===== src/rtl/fmul_issue.sv =====
// ============================================================================
//  Module      : fmul_issue
//  Description : Issue/collect stage wrapped around a combinational fmul.
//                Registers an operand pair, holds it on the multiplier for a
//                fixed window, then captures and presents the product + tag.
//  Revision    : 1.0  initial release
// ============================================================================
`default_nettype none

module fmul_issue #(
    parameter int LATENCY = 2,
    parameter int TAG_W   = 6
) (
    input  logic             clk,
    input  logic             rstn,
    input  logic             flush,
    input  logic             in_valid,
    output logic             in_ready,
    input  logic [31:0]      in_x,
    input  logic [31:0]      in_y,
    input  logic [TAG_W-1:0] in_tag,
    output logic [31:0]      mul_x,
    output logic [31:0]      mul_y,
    input  logic [31:0]      mul_res,
    output logic             out_valid,
    input  logic             out_ready,
    output logic [31:0]      out_res,
    output logic [TAG_W-1:0] out_tag,
    output logic             busy
);

    typedef enum logic [1:0] {
        S_IDLE = 2'd0,
        S_WAIT = 2'd1,
        S_DONE = 2'd2
    } state_t;

    // Loaded on accept so the final WAIT cycle (cnt==0) is the capture cycle.
    localparam logic [3:0] c_CNT_INIT = 4'(LATENCY - 1);

    state_t             r_state;
    logic [3:0]         r_cnt;
    logic [31:0]        r_mul_x;
    logic [31:0]        r_mul_y;
    logic [TAG_W-1:0]   r_op_tag;
    logic [31:0]        r_out_res;
    logic [TAG_W-1:0]   r_out_tag;
    logic               w_accept;

    assign in_ready  = (r_state == S_IDLE) | ((r_state == S_DONE) & out_ready);
    assign w_accept  = in_valid & in_ready & ~flush;

    assign mul_x     = r_mul_x;
    assign mul_y     = r_mul_y;
    assign out_res   = r_out_res;
    assign out_tag   = r_out_tag;
    assign out_valid = (r_state == S_DONE);
    assign busy      = (r_state != S_IDLE);

    always_ff @(posedge clk) begin
        if (!rstn) begin
            r_state   <= S_IDLE;
            r_cnt     <= 4'd0;
            r_mul_x   <= 32'd0;
            r_mul_y   <= 32'd0;
            r_op_tag  <= '0;
            r_out_res <= 32'd0;
            r_out_tag <= '0;
        end else if (flush) begin
            // Operand and result registers keep their contents; only the
            // control state forgets the op.
            r_state <= S_IDLE;
            r_cnt   <= 4'd0;
        end else if (w_accept) begin
            r_mul_x  <= in_x;
            r_mul_y  <= in_y;
            r_op_tag <= in_tag;
            r_cnt    <= c_CNT_INIT;
            r_state  <= S_WAIT;
        end else begin
            case (r_state)
                S_IDLE: begin
                    r_state <= S_IDLE;
                end
                S_WAIT: begin
                    if (r_cnt != 4'd0) begin
                        r_cnt <= r_cnt - 4'd1;
                    end else begin
                        r_out_res <= mul_res;
                        r_out_tag <= r_op_tag;
                        r_state   <= S_DONE;
                    end
                end
                S_DONE: begin
                    if (out_ready) begin
                        r_state <= S_IDLE;
                    end
                end
                default: begin
                    r_state <= S_IDLE;
                end
            endcase
        end
    end

endmodule

`default_nettype wire


===== config.mk =====
export PLATFORM = sky130hd
export DESIGN_NAME = fmul_issue
export DESIGN_NICKNAME = d
export VERILOG_FILES = /design/src/rtl/fmul_issue.sv
export SDC_FILE = /design/constraint.sdc
export NUM_CORES = 1
export LEC_CHECK = 0
export CORE_UTILIZATION = 47
export CTS_BUF_LIST = sky130_fd_sc_hd__clkbuf_4 sky130_fd_sc_hd__clkbuf_8
export DETAILED_ROUTE_END_ITERATION = 6
export PLACE_DENSITY = 0.89
export SLEW_MARGIN = 0
export SYNTH_ARGS = -nofsm -noshare
export SYNTH_HDL_FRONTEND = slang
export SYNTH_SLANG_ARGS = --single-unit

===== constraint.sdc =====
create_clock -name clk -period 3.7 [get_ports clk]
set_input_delay 0.74 -clock clk [delete_from_list [all_inputs] [get_ports clk]]
set_output_delay 0.74 -clock clk [all_outputs]
set_load 0.02 [all_outputs]

==> results.py, run 1 <==
metrics = {
    "run_status": {
        "status": "completed",
    },
    "grt": {
        "grt_pass1_wl_microns": 23000,
        "met3_usage_pct": 12.3,
        "met2_usage_pct": 45.5,
        "grt-ovfl-total": 0,
        "antenna_found_initial": 0,
        "grt-busiest-layer": "met2",
        "grt_max_degree": 84,
        "grtUsageMet1_pct": 32.2,
        "grt_pass1_vias": 4743,
        "grt_util_all_layers_pct": 27.9,
    },
    "floorplan": {
        "start_util_pct": 48.8,
        "die_h_microns": 103,
        "dieArea_sq_um": 10600,
        "std_cell_rows": 36,
        "pin_count": 212,
        "core_sq_um": 9820,
        "die_w_microns": 103,
    },
    "synth": {
        "synth_top_cell_by_area": "dfxtp_1",
        "synth_cell_types": 29,
        "syn_area_sq_um": 4790,
        "synth_area_leaders": "dfxtp_1, a21oi_1, o31ai_1, nand4_1, nand3_1",
        "synthesis.nets": 659,
        "async_flop_share_pct": 0,
        "ys_seq_area_share_pct": 47.7,
        "synth-seq-cells": 114,
        "yosysWarnings": 0,
        "avgSynthCellArea_sq_um": 8.69,
        "ys.flop_type": "dfxtp_1",
        "synth_cells": 551,
        "synth_edf_count": 0,
        "synth_top_area_share_pct": 47.7,
    },
    "timing": {
        "tightest_slew_ns": 1.22,
        "fmax_ghz": 0.357,
        "skew_ns": 0.00839,
        "hold_viol": 0,
        "fin_ws_ns": 0.898,
        "drv_slew": 0,
        "final.setup.tns_ns": 0,
        "fin_crit_ns": 2.80,
        "max_slew_margin_pct": 18.6,
        "rsz0062_at_grt": "no",
        "fin_crit_sh_pct": 75.7,
        "setup_viol": 0,
    },
    "power": {
        "p_sw_uw": 749,
        "sw_frac_of_total_pct": 25.4,
        "powerDensity_nw_per_um2": 405,
        "power_frac_clock_pct": 40.8,
        "ir_worst_vdd_v": 0.000235,
        "p_comb_share_pct": 15.2,
        "cellLeakagePower_nw": 2.47,
        "p_total_mw": 2.95,
        "p_seq_share_pct": 44.0,
        "p_int_mw": 2.20,
    },
    "drt": {
        "drt_wl_total_microns": 15000,
        "antenna_left": 0,
        "drt_first_pass_iters": 5,
        "wire_per_inst_microns": 17.4,
        "vias": 5129,
        "drt_iter0_markers": 240,
        "drt-vias-per-instance": 5.94,
        "drt_drc_violations_left": 0,
    },
    "worst_setup_path": {
        "reg2reg_to": "mul_x[16]",
        "critPathMaxFanout": 2,
        "reg2reg_slack_ns": 1.53,
        "reg2reg_from": "r_state[0]",
        "cp-end-kind": "output pin",
        "arrival_ns": 2.06,
        "crit_path_start_kind": "input port",
        "crit_type": "input port to output pin",
        "required_ns": 2.96,
        "reg2reg_depth": 4,
    },
    "placed_design": {
        "hpwl_microns": 9590,
        "place_ws_ns": 0.889,
        "place.gp.congestion": 0.808,
        "io_buffers": 211,
    },
    "clock_network": {
        "cts_buffers": 17,
        "path_clk_slew_ns": 0.06,
        "clk-insertion-delay-late_ns": 0.42,
        "post_cts_buffers": 0,
        "postCtsHoldBufs": 0,
        "root_buffer": "clkbuf_8",
        "cts_resized": 0,
        "numClockSinks": 114,
        "cts_max_path_buffers": 2,
        "cts_tree": "done",
        "htreeDepth": 4,
    },
    "finish": {
        "diodes": 0,
        "num-fill-cells": 710,
        "syn_to_final_growth_pct": 52.2,
        "nNetsFinal": 826,
        "drive_above_1_share_pct": 8.90,
    },
    "hold_path": {
        "hold_end": "out_tag[4]",
        "min_delay_path_depth": 2,
        "hp-class": "flip-flop to flip-flop",
        "worstHoldStart": "r_op_tag[4]",
    },
    "flow_run": {
        "drv_cap": 0,
    },
}
[per-stage QoR]
| stage | util, % | hold WS (ns) | area (sq um) | cells |
|---|---|---|---|---|
| 2_1_floorplan | - | 0.444 | 4790 | 551 |
| 3_3_place_gp | 70.0 | 0.448 | 6880 | 832 |
| 3_5_place_dp | 70.0 | 0.454 | 6880 | 832 |
| 4_1_cts | 74.2 | 0.455 | 7290 | 863 |
| 5_1_grt | 74.2 | 0.469 | 7290 | 863 |
| 6_report | 74.2 | 0.458 | 7290 | 863 |
[per-layer routing]
layer	share of wire [%]	up-vias	wire length, microns
li1	-	2427	-
met1	39	2421	5810
met2	48	259	7290
met3	11	22	1680
met4	1.7	0	251
met5	0	-	0
[cell usage after synthesis (all sizes together), types with 2 or more instances]
library cell and number:
nor2 2, nand4 70, nand2b 4, nor2b 4
nand3 39, or4 2, clkbuf 51, a311oi 2
nor3b 2, or3b 2, inv 5, dfxtp 114
a21oi 112, nand2 2, buf 24, o21ai 41
o31ai 70
[power by group through the flow]
stage	registers (mW)	logic (mW)	clock network, mW
after floorplan	1.37	0.163	0
after global placement	1.32	0.437	0
after detailed placement	1.32	0.446	0
after CTS	1.30	0.449	1.22
after global routing	1.30	0.481	1.28
final	1.30	0.450	1.20
[kinds of logic after synthesis]
kind of cell / synth area share, %
DFF: 47.7
and+or+nand+nor: 16.0
adders and majority gates: 0.261
buffers and inverters: 7.34
AOI/OAI and AO/OA: 28.7
[layout make-up]
type	instances	area, sq um	area share [%]
inverter	5	20.0	0.275
tap	133	166	2.28
clock buffer	21	277	3.79
multi-input combinational	357	2190	30.0
clock inverter	10	134	1.84
sequential	114	2280	31.3
timing repair buffer	223	2220	30.5
[cell usage in the layout (no fill, tap or decap), types with 2 or more instances in the layout]
cell             count
or4_1                2
o21ai_1             28
o21ai_2             11
o21ai_0              2
o31ai_1             70
inv_1                3
bufinv_16            3
clkbuf_8            19
nand2b_2             2
clkinvlp_4           2
nor2b_1              2
clkdlybuf4s50_1    210
nand4_1             70
buf_4               10
clkbuf_4             2
clkinv_2             5
nor2_1               2
nor2b_4              2
nand2b_1             2
nand3_1             39
nor3b_4              2
or3b_1               2
nand2_1              2
buf_12               2
a21oi_1            112
dfxtp_1            114
[worst max path at each step]
| stage | startpoint | end | slack (ns) | depth (start not counted) |
|---|---|---|---|---|
| 3_5_place_dp | out_ready | in_ready | 0.89 | 4 |
| 5_1_grt | out_ready | in_ready | 0.88 | 4 |
| 3_3_place_gp | out_ready | in_ready | 0.91 | 4 |
| 4_1_cts | out_ready | in_ready | 0.89 | 4 |
| 2_1_floorplan | out_ready | in_ready | 1.59 | 4 |
| 6_report | out_ready | in_ready | 0.90 | 4 |
[flip-flops by register name, summed over array words and instances, names as in the netlist]
register / cells
out_res: 32
out_tag: 6
r_cnt: 4
mul_x: 32
r_state: 2
r_op_tag: 6
mul_y: 32
[critical path: stages]
cell	delay, ns
clkdlybuf4s50_1	0.52
nor2b_4	0.05
nor2_1	0.13
clkdlybuf4s50_1	0.63
(Power assumes the default switching activity.)
==> inputs of run 2 (changes only) <==
- CORE_UTILIZATION: 47 -> 43
- PLACE_DENSITY: 0.89 -> 0.82
- clock period: 3.7 -> 2.88 ns (I/O delays scaled with it)
==> run 2 against run 1 <==
Compared with the run above:
- setup slack got worse by 0.47 ns
- die area increased by 9.1%
- clock-buffer cell count increased by 1
- register-to-register slack got worse by 0.65 ns
- via count increased by 0.23%
- worst hold slack got worse by 0.018 ns
- core utilization decreased by 6.9 points
- cell area increased by 0.10%
- clock power increased by 18%
- critical path type unchanged
- largest cell class unchanged
==> results.py, run 2 (synthesized netlist as in run 1, its figures left out) <==
metrics = {
    "run_status": {
        "status": "completed",
    },
    "clock_network": {
        "root_buffer": "clkbuf_8",
        "htreeDepth": 4,
        "path_clk_slew_ns": 0.06,
        "cts_max_path_buffers": 2,
        "cts_buffers": 17,
        "cts_tree": "done",
        "cts_resized": 0,
        "numClockSinks": 114,
        "postCtsHoldBufs": 0,
        "clk-insertion-delay-late_ns": 0.42,
        "post_cts_buffers": 0,
    },
    "grt": {
        "antenna_found_initial": 0,
        "grt-ovfl-total": 0,
        "grt_pass1_wl_microns": 24100,
        "grt_util_all_layers_pct": 26.1,
        "grt_max_degree": 71,
        "grt_pass1_vias": 5048,
    },
    "drt": {
        "drt-vias-per-instance": 5.91,
        "drt_iter0_markers": 294,
        "drt_drc_violations_left": 0,
        "drt_first_pass_iters": 6,
        "vias": 5141,
        "antenna_left": 0,
        "wire_per_inst_microns": 17.3,
        "drt_wl_total_microns": 15000,
    },
    "placed_design": {
        "place_ws_ns": 0.422,
        "placed_cell_area_sq_um": 6930,
        "io_buffers": 211,
        "hpwl_microns": 9650,
        "place.gp.congestion": 0.746,
    },
    "timing": {
        "fin_crit_ns": 2.46,
        "fin_crit_sh_pct": 85.3,
        "drv_slew": 0,
        "setup_viol": 0,
        "hold_viol": 0,
        "rsz0062_at_grt": "no",
        "fin_ws_ns": 0.423,
        "final.setup.tns_ns": 0,
        "max_slew_margin_pct": 45.9,
        "tightest_slew_ns": 0.811,
        "fmax_ghz": 0.407,
        "skew_ns": 0.00777,
    },
    "floorplan": {
        "dieArea_sq_um": 11600,
        "pin_count": 212,
        "die_w_microns": 108,
        "start_util_pct": 44.2,
        "die_h_microns": 108,
        "core_sq_um": 10800,
        "std_cell_rows": 38,
    },
    "finish": {
        "fin_area_sq_um": 7290,
        "fin_util_pct": 67.3,
        "syn_to_final_growth_pct": 52.4,
        "nNetsFinal": 828,
        "mostFrequentLayoutCell": "clkdlybuf4s50_1",
        "layout_common_cells": "clkdlybuf4s50_1, dfxtp_1, a21oi_1, nand4_1, o31ai_1",
        "drive_above_1_share_pct": 8.90,
        "diodes": 0,
    },
    "worst_setup_path": {
        "critPathMaxFanout": 2,
        "crit_type": "input port to output pin",
        "cp-end-kind": "output pin",
        "crit_path_start_kind": "input port",
        "arrival_ns": 1.88,
        "required_ns": 2.30,
    },
    "hold_path": {
        "hp-class": "input port to flip-flop",
    },
    "flow_run": {
        "drv_cap": 0,
    },
    "power": {
        "powerDensity_nw_per_um2": 504,
        "cellLeakagePower_nw": 2.48,
        "ir_worst_vdd_v": 0.000273,
        "p_total_mw": 3.67,
    },
}
run 2: changes by cell type in the layout (fill, tap and decap cells not counted):
cell	change
clkinvlp_4	-2
clkinv_4	-1
buf_12	+2
bufinv_16	-1
clkbuf_4	+1
clkinv_2	+1
run 2: power by group:
group / switching, mW / leakage [nW] / internal, mW
Sequential: 0.0327 / 0.927 / 1.63
Combinational: 0.296 / 1.35 / 0.289
Clock: 0.600 / 0.198 / 0.821
Total: 0.929 / 2.48 / 2.74
run 2: worst paths after layout:
path | cells after the start | slack, ns | start | end
hold reg to reg | 2 | 0.46 | r_op_tag[1] | out_tag[1]
setup / recovery | 4 | 0.42 | out_ready | in_ready
setup reg to reg | 6 | 0.88 | r_cnt[0] | out_res[4]
hold / removal | 2 | 0.44 | flush | r_cnt[0]
run 2: per-layer routing:
layer	up-vias	wire length, microns	GRT usage (%)
li1	2434	-	-
met1	2450	5990	30.5
met2	225	7400	43.8
met3	32	1300	8.23
met4	0	349	11.2
met5	-	0	0
run 2: worst max-delay path: stages:
cell             delay (ns)
clkdlybuf4s50_1        0.53
nor2b_4                0.05
nor2_1                 0.10
clkdlybuf4s50_1        0.62
run 2: area by class of cell:
class	count	area, sq um
Fill cell	906	3550
Multi-Input combinational cell	357	2190
Tap cell	140	175
Clock inverter	7	85.1
Clock buffer	22	284
Timing Repair Buffer	225	2260
Sequential cell	114	2280
Inverter	5	20.0
run 2: metrics by stage:
step,std cells,hold slack (ns)
global placement,841,0.448
global route,870,0.438
finish,870,0.440
CTS,870,0.418
detailed placement,841,0.455
floorplan,551,0.444
==> inputs of run 3 (changes only) <==
- SETUP_SLACK_MARGIN: default -> 0.5
- clock period: 2.88 -> 2.6 ns (I/O delays scaled with it)
==> run 3 against run 2 <==
Compared with the run above:
- cell count up 0.23%
- sequential power up 11%
- power is 18% higher
==> results.py, run 3 (synthesized netlist as in run 1, its figures left out) <==
metrics = {
    "run_status": {
        "status": "completed",
    },
    "timing": {
        "fin_hold_ws_ns": 0.466,
        "final.setup.tns_ns": 0,
        "fin_ws_ns": 0.542,
        "fin_crit_sh_pct": 79.1,
        "setup_viol": 0,
        "drv_slew": 0,
        "skew_ns": 0.00507,
        "max_slew_margin_pct": 46.1,
        "hold_viol": 0,
        "fmax_ghz": 0.486,
        "rsz0062_at_grt": "no",
        "tightest_slew_ns": 0.808,
        "fin_crit_ns": 2.06,
    },
    "grt": {
        "grt-ovfl-total": 0,
        "antenna_found_initial": 1,
        "grt_pass1_vias": 4985,
        "grt_util_all_layers_pct": 26.3,
        "grt_pass1_wl_microns": 24100,
        "grt_max_degree": 71,
    },
    "placed_design": {
        "place.gp.congestion": 0.742,
        "dp_cells": 841,
        "hpwl_microns": 9620,
        "io_buffers": 211,
        "place_ws_ns": 0.258,
        "placed_cell_area_sq_um": 6940,
    },
    "finish": {
        "diodes": 0,
        "drive_above_1_share_pct": 9.56,
        "final-instance-count-excl-fill": 872,
        "nNetsFinal": 828,
        "fin_area_sq_um": 7380,
        "layout_common_cells": "clkdlybuf4s50_1, a21oi_1, dfxtp_1, nand4_1, o31ai_1",
        "fin_util_pct": 68.0,
        "syn_to_final_growth_pct": 54.1,
        "mostFrequentLayoutCell": "clkdlybuf4s50_1",
    },
    "worst_setup_path": {
        "crit_type": "input port to output pin",
        "arrival_ns": 1.54,
        "critPathMaxFanout": 2,
        "cp-end-kind": "output pin",
        "required_ns": 2.08,
        "crit_path_start_kind": "input port",
        "slowest_stage": "clkdlybuf4s50_1",
        "max_stage_delay_ns": 0.53,
        "path_cells": "clkdlybuf4s50_1 > nor2b_4 > nor2_1 > dlygate4sd2_1",
    },
    "clock_network": {
        "cts_tree": "done",
        "clk-insertion-delay-late_ns": 0.42,
        "htreeDepth": 4,
        "cts_buffers": 17,
        "path_clk_slew_ns": 0.06,
        "cts_max_path_buffers": 2,
        "root_buffer": "clkbuf_8",
        "numClockSinks": 114,
    },
    "drt": {
        "wire_per_inst_microns": 17.5,
        "drt_first_pass_iters": 5,
        "drt_wl_total_microns": 15200,
        "drt-vias-per-instance": 5.82,
        "antenna_left": 0,
        "drt_drc_violations_left": 0,
        "vias": 5074,
        "drt_iter0_markers": 333,
    },
    "floorplan": {
        "start_util_pct": 44.2,
        "die_h_microns": 108,
        "core_sq_um": 10800,
        "pin_count": 212,
        "std_cell_rows": 38,
        "die_w_microns": 108,
        "dieArea_sq_um": 11600,
    },
    "power": {
        "ir_worst_vdd_v": 0.000333,
        "powerDensity_nw_per_um2": 586,
        "p_total_mw": 4.32,
        "cellLeakagePower_nw": 2.51,
    },
    "flow_run": {
        "drv_cap": 0,
    },
    "hold_path": {
        "hp-class": "flip-flop to flip-flop",
    },
}
## run 3: worst paths after layout
kind,from,endpoint,cells after the start,slack (ns)
min reg2reg,out_res[25],out_res[25],2,0.47
max,out_ready,in_ready,4,0.54
min,out_res[25],out_res[25],2,0.47
max reg2reg,r_cnt[0],out_res[13],6,0.66
## run 3: timing repair
item	in CTS	in global routing
gates cloned	0	0
setup buffers	0	0
setup endpoints to repair	3	30
gates resized for setup	5	1
hold buffers	0	0
## run 3: layer usage
metal	global-route usage (%)	vias to the layer above	wire length (microns)
li1	-	2437	-
met1	30.4	2391	6040
met3	9.14	32	1290
met2	44.2	212	7560
met5	0	-	18
met4	10.4	2	309
## run 3: power by group
| part | switching, mW | internal, mW |
|---|---|---|
| sequential | 0.0365 | 1.81 |
| combinational | 0.329 | 0.321 |
| clock | 0.705 | 1.12 |
| total | 1.07 | 3.25 |
## run 3: worst max-delay path, delay by kind of cell
kind,cells,cell delay (ns)
and+or+nand+nor,2,0.14
buffers and inverters,2,0.87
## run 3: cell type report
type / instances / area, sq um
fill: 902 / 3460
tap: 140 / 175
clock buffer: 21 / 283
inverter: 5 / 20.0
multi-input combinational: 357 / 2190
clock inverter: 10 / 156
sequential: 114 / 2280
timing repair buffer: 225 / 2270
